==> config.mk <==
export PLATFORM = sky130hd
export DESIGN_NAME = nv_async_req_arb
export DESIGN_NICKNAME = d
export VERILOG_FILES = /design/src/rtl/nv_async_arb_pkg.sv /design/src/rtl/nv_req_sync3.sv /design/src/rtl/nv_async_req_arb.sv
export SDC_FILE = /design/constraint.sdc
export NUM_CORES = 1
export LEC_CHECK = 0
export CORE_MARGIN = 4
export CORE_UTILIZATION = 53
export CTS_CLUSTER_DIAMETER = 30
export DETAILED_ROUTE_END_ITERATION = 7
export HOLD_SLACK_MARGIN = 0.05
export PLACE_DENSITY = 0.89
export RECOVER_POWER = 100
export SYNTH_ARGS = -nofsm -noshare
export SYNTH_HDL_FRONTEND = slang
export SYNTH_SLANG_ARGS = --single-unit
==> constraint.sdc <==
create_clock -name nvdla_core_clk -period 2 [get_ports nvdla_core_clk]
set_clock_uncertainty 0.15 [all_clocks]
set_input_delay 0.2 -clock nvdla_core_clk [delete_from_list [all_inputs] [get_ports nvdla_core_clk]]
set_output_delay 0.2 -clock nvdla_core_clk [all_outputs]
set_load 0.01 [all_outputs]
==> src/rtl/nv_async_arb_pkg.sv <==
// Shared types for the async request arbiter: requester/arbiter FSM states and sync depth.
package nv_async_arb_pkg;

  localparam int SYNC_DEPTH = 3;

  typedef enum logic [1:0] {
    R_IDLE,
    R_PEND,
    R_SERV,
    R_ACKH
  } req_state_e;

  typedef enum logic [1:0] {
    A_ARB,
    A_OFFER,
    A_WORK
  } arb_state_e;

endpackage

==> src/rtl/nv_req_sync3.sv <==
// Single-bit SYNC_DEPTH-flop synchronizer into clk; q follows d after SYNC_DEPTH edges.
module nv_req_sync3
  import nv_async_arb_pkg::*;
(
  input  logic clk,
  input  logic rst_n,
  input  logic d,
  output logic q
);

  logic [SYNC_DEPTH-1:0] sync_q;

  always_ff @(posedge clk or negedge rst_n) begin
    if (!rst_n) begin
      sync_q <= '0;
    end else begin
      sync_q <= {sync_q[SYNC_DEPTH-2:0], d};
    end
  end

  assign q = sync_q[SYNC_DEPTH-1];

endmodule

==> src/rtl/nv_async_req_arb.sv <==
// Round-robin arbiter for 4-phase async requesters; req rise to gnt_valid 4 cycles, offer held until gnt_ready.
// Optional A_WORK watchdog under NV_ASYNC_ARB_TIMEOUT_EN (TO_W-bit counter, expiry acts as done plus proto_err).
module nv_async_req_arb
  import nv_async_arb_pkg::*;
#(
  parameter int NREQ = 4,
  parameter int IDW  = 2,
  parameter int TO_W = 10
) (
  input  logic            nvdla_core_clk,
  input  logic            nvdla_core_rstn,
  input  logic [NREQ-1:0] async_req,
  output logic [NREQ-1:0] async_ack,
  output logic            gnt_valid,
  output logic [IDW-1:0]  gnt_id,
  input  logic            gnt_ready,
  input  logic            done,
  output logic            busy,
  output logic            proto_err
);

  logic [NREQ-1:0] req_s;
  logic [NREQ-1:0] elig;
  logic [NREQ-1:0] ack_nxt;
  arb_state_e      a_q, a_nxt;
  req_state_e      r_q   [NREQ];
  req_state_e      r_nxt [NREQ];
  logic [IDW-1:0]  ptr_q, ptr_nxt, gid_nxt;
  logic            gv_nxt, busy_nxt, perr_nxt;
  logic            accept, finish, to_hit;
  logic            pick_vld;
  logic [IDW-1:0]  pick_id;

  genvar g;
  for (g = 0; g < NREQ; g++) begin : g_sync
    nv_req_sync3 u_sync (
      .clk   (nvdla_core_clk),
      .rst_n (nvdla_core_rstn),
      .d     (async_req[g]),
      .q     (req_s[g])
    );
  end

  // First eligible index at or after the pointer, wrapping at NREQ.
  function automatic logic [IDW:0] rr_pick(input logic [NREQ-1:0] e, input logic [IDW-1:0] p);
    logic [IDW:0] r;
    int           idx;
    r = '0;
    for (int k = 0; k < NREQ; k++) begin
      idx = int'(p) + k;
      if (idx >= NREQ) idx = idx - NREQ;
      if (!r[IDW] && e[idx]) r = {1'b1, IDW'(idx)};
    end
    return r;
  endfunction

  // An idle requester with req_s high competes in the same cycle it becomes pending.
  always_comb begin
    elig = '0;
    for (int i = 0; i < NREQ; i++) begin
      elig[i] = req_s[i] && ((r_q[i] == R_IDLE) || (r_q[i] == R_PEND));
    end
  end

  assign {pick_vld, pick_id} = rr_pick(elig, ptr_q);
  assign accept = (a_q == A_OFFER) && gnt_ready;
  assign finish = (a_q == A_WORK) && (done || to_hit);

`ifdef NV_ASYNC_ARB_TIMEOUT_EN
  logic [TO_W-1:0] to_cnt_q;

  always_ff @(posedge nvdla_core_clk or negedge nvdla_core_rstn) begin
    if (!nvdla_core_rstn) begin
      to_cnt_q <= '0;
    end else if (a_q != A_WORK) begin
      to_cnt_q <= '0;
    end else begin
      to_cnt_q <= to_cnt_q + 1'b1;
    end
  end

  assign to_hit = (a_q == A_WORK) && (&to_cnt_q);
`else
  logic [TO_W-1:0] unused_to_w;
  assign unused_to_w = '0;
  assign to_hit      = 1'b0;
`endif

  always_comb begin
    a_nxt    = a_q;
    gv_nxt   = gnt_valid;
    gid_nxt  = gnt_id;
    busy_nxt = busy;
    ptr_nxt  = ptr_q;
    perr_nxt = 1'b0;
    ack_nxt  = '0;
    case (a_q)
      A_ARB: begin
        if (pick_vld) begin
          a_nxt   = A_OFFER;
          gv_nxt  = 1'b1;
          gid_nxt = pick_id;
        end
      end
      A_OFFER: begin
        if (gnt_ready) begin
          a_nxt    = A_WORK;
          gv_nxt   = 1'b0;
          busy_nxt = 1'b1;
          ptr_nxt  = (gnt_id == IDW'(NREQ - 1)) ? '0 : gnt_id + 1'b1;
        end
      end
      A_WORK: begin
        // Completion and the next arbitration share a cycle so a new offer follows done by one cycle.
        if (finish) begin
          busy_nxt = 1'b0;
          if (pick_vld) begin
            a_nxt   = A_OFFER;
            gv_nxt  = 1'b1;
            gid_nxt = pick_id;
          end else begin
            a_nxt = A_ARB;
          end
        end
      end
      default: a_nxt = A_ARB;
    endcase
    if (done && (a_q != A_WORK)) perr_nxt = 1'b1;
    if (to_hit && !done) perr_nxt = 1'b1;

    for (int i = 0; i < NREQ; i++) begin
      r_nxt[i] = r_q[i];
      case (r_q[i])
        R_IDLE: if (req_s[i]) r_nxt[i] = R_PEND;
        R_PEND: begin
          if (!req_s[i]) begin
            r_nxt[i] = R_IDLE;
            perr_nxt = 1'b1;
          end
        end
        R_SERV: if (finish && (gnt_id == IDW'(i))) r_nxt[i] = R_ACKH;
        R_ACKH: if (!req_s[i]) r_nxt[i] = R_IDLE;
      endcase
      // An accepted offer is served even if its request was withdrawn meanwhile.
      if (accept && (gnt_id == IDW'(i))) r_nxt[i] = R_SERV;
      ack_nxt[i] = (r_nxt[i] == R_ACKH);
    end
  end

  always_ff @(posedge nvdla_core_clk or negedge nvdla_core_rstn) begin
    if (!nvdla_core_rstn) begin
      a_q       <= A_ARB;
      gnt_valid <= 1'b0;
      gnt_id    <= '0;
      busy      <= 1'b0;
      proto_err <= 1'b0;
      ptr_q     <= '0;
      async_ack <= '0;
      for (int i = 0; i < NREQ; i++) r_q[i] <= R_IDLE;
    end else begin
      a_q       <= a_nxt;
      gnt_valid <= gv_nxt;
      gnt_id    <= gid_nxt;
      busy      <= busy_nxt;
      proto_err <= perr_nxt;
      ptr_q     <= ptr_nxt;
      async_ack <= ack_nxt;
      for (int i = 0; i < NREQ; i++) r_q[i] <= r_nxt[i];
    end
  end

endmodule

==> metrics.yaml <==
crit_path_start: "gnt_id[0]"
cts_made_buffers: 5
worstSetupPathType: "reg2out"
synth_edf_count: 0
crit_slowest_cell: "dlygate4sd3_1"
finalCritPeriodShare_pct: 89.8
clockBufferDepth: 2
pre_cts_slack_ns: 0.271
cp-start-kind: "flip-flop"
arrival_ns: 1.45
synthFlopType: "dfrtp_1"
relSlewSlack_pct: 47.1
coreArea_mm2: 0.00245
cts_setup_buffers: 0
fmax_mhz: 557
die_h_um: 58.7
grt_max_degree: 34
min_path_type: "reg2reg"
synth_area_leader_cell: "dfrtp_1"
cp_num_cells: 1
finalMaxSlewViolations: 0
num_rows: 18
nets: 161
grt_use_met2_pct: 27.0
synthTopCellsByCount: "33 x dfrtp_1, 20 x nand2_1, 8 x a21oi_1, 8 x inv_1, 8 x o21ai_0"
synth_area_leaders: "dfrtp_1 61%, nand2_1 5.5%, ha_1 3.7%"
synth_top_cell_area_share_pct: 60.7
tightest_slew_ns: 0.793
grtUsageMet1_pct: 20.8
synth-seq-cells: 33
cp_top_family: "buffers and inverters"
ios: 17
clkLatencyLatePin_ns: 0.34
cp_cell_sequence: "dlygate4sd3_1"
cp_slowest_stage_delay_ns: 0.64
yosys_warnings: 0
hold_buffers: 0
power_mw: 1.52
rsz0062_at_grt: "false"
antenna_found_initial: 0
dr.pass1.iters: 5
cts_tree: "built"
cts_max_level: 2
grt_pass1_vias: 997
hold_depth: 0
synth.cell_area_mm2: 0.00136
r2r-start: "ptr_q[0]"
ys_types: 29
async_flop_share_pct: 100
synth_compound_area_share_pct: 12.1
wl_um: 2520
ant_nets: 0
cts_sinks: 33
drcViolationCount: 0
grt_busiest_layer: "met2"
cp_num_buf_inv: 1
synthCells: 125
clk_pin_slew_worst_paths_ns: 0.11
cap_violations: 0
synthAdderAreaFrac_pct: 3.68
tns_ns: 0
crit_path_max_fanout: 6
ir_drop_uv: 776
yosysMostFrequentCell: "dfrtp_1"
reg2reg_slack_ns: 0.37
final_util_pct: 65.9
setup_viol: 0
die_area_mm2: 0.00344
avgViaCountPerCell: 5.55
drive_gt1_share_pct: 8.67
fp.dieW_um: 58.7
gp_congestion: 0.786
cellPowerDensity_mw_per_mm2: 941
vias: 999
dp.final_hpwl_um: 1770
setup_slack_ns: 0.205
io_buffers: 16
ys_seq_area_share_pct: 60.7
area_growth_pct: 19.0
period_minus_slack_ns: 1.80
status: "complete, no violations"
cts_resized: 0
gr-total-overflow: 0
gr-usage-met3_pct: 7.02
crit_end: "gnt_id[0]"
grt_pass1_wl_um: 4410
wl_per_cell_um: 14.0
synthSimpleGateAreaFrac_pct: 20.2
worstRegToRegCells: 4
grt_use_total_pct: 17.5
syn_avg_cell_area_um2: 10.9
diodes: 0
synth_top_family_by_area: "simple AND/OR/NAND/NOR gates"
syn_nets: 137
synth_xor_area_share_pct: 0
reg2reg_to: "gnt_id[1]"
drtIter0Drc: 24
endpoint_kind: "output pin"
final-hold-violation-count: 0
p_leak_nw: 0.734
synth_mux_area_share_pct: 0.828
required_ns: 1.65
start_util_pct: 55.4
ctsRootBufferMaster: "clkbuf_4"
## placed cells by master (no fill, tap or decap)
master           count
a21oi_1              8
a22oi_1              1
a311oi_1             1
a31oi_1              2
and3b_1              1
buf_4                1
clkbuf_2             1
clkbuf_4             5
clkdlybuf4s50_1      2
clkinv_2             2
clkinvlp_4           1
dfrtp_1             33
dlygate4sd3_1       14
ha_1                 4
inv_1                8
mux2_2               1
nand2_1             20
nand2_2              1
nand2b_1             6
nand2b_2             1
nand3_1              5
nand3b_1             3
nor2_1               2
nor2b_1              7
nor3_1               1
nor3b_1              2
o2111ai_1            1
o211ai_1             2
o21ai_0              8
o22ai_1              1
o2bb2ai_1            1
o311ai_0             1
o31ai_1              1
or2b_1               1
or3b_1               1
## sequential cells by signal, indices dropped and copies added (netlist names)
register,count
g_sync.u_sync.sync_q,12
ptr_q,2
busy,1
proto_err,1
a_q,2
r_q,8
gnt_id,2
async_ack,4
gnt_valid,1
## stage by stage
step / cells / instance area (um2) / hold WS [ns]
finish: 180 / 1620 / 0.210
floorplan: 125 / 1360 / -0.246
global route: 180 / 1620 / 0.217
CTS: 180 / 1620 / 0.0913
global placement: 172 / 1570 / 0.184
detailed placement: 172 / 1570 / 0.186
## layer usage
metal  part of all wire [%]  vias to the layer above
met5                      0                        -
met4                    1.7                        0
met3                    6.6                        6
met2                     49                       38
met1                     42                      480
li1                       -                      475
## power by group
part | total [mW] | internal, mW | switching (mW) | leakage (nW)
Clock | 0.363 | 0.132 | 0.230 | 0.0310
Sequential | 0.837 | 0.756 | 0.0809 | 0.400
Combinational | 0.323 | 0.154 | 0.168 | 0.303
Total | 1.52 | 1.04 | 0.480 | 0.734
## worst min path at each step
stage                          startpoint                    endpoint
6_report       g_sync[0].u_sync.sync_q[1]  g_sync[0].u_sync.sync_q[2]
5_1_grt        g_sync[0].u_sync.sync_q[1]  g_sync[0].u_sync.sync_q[2]
4_1_cts                   nvdla_core_rstn                      a_q[0]
3_5_place_dp   g_sync[0].u_sync.sync_q[1]  g_sync[0].u_sync.sync_q[2]
3_3_place_gp   g_sync[2].u_sync.sync_q[1]  g_sync[2].u_sync.sync_q[2]
2_1_floorplan             nvdla_core_rstn                      a_q[0]
## cell families (layout without fill, tap and decap cells)
| logic type | count (synthesis) | in the layout |
|---|---|---|
| mux | 1 | 1 |
| buf+inv | 9 | 34 |
| simple gates | 51 | 51 |
| compound gates | 27 | 27 |
| fa+ha+maj | 4 | 4 |
| flops | 33 | 33 |
## final cells by class
class	count	area [um2]
well taps	30	37.5
fillers	184	837
repair buffers	18	173
clock buffers	5	37.5
clock inverters	3	17.5
multi-input cells	83	497
flip-flops and latches	33	826
inverters	8	30.0
No activity file was read; power rests on OpenSTA's default activity.
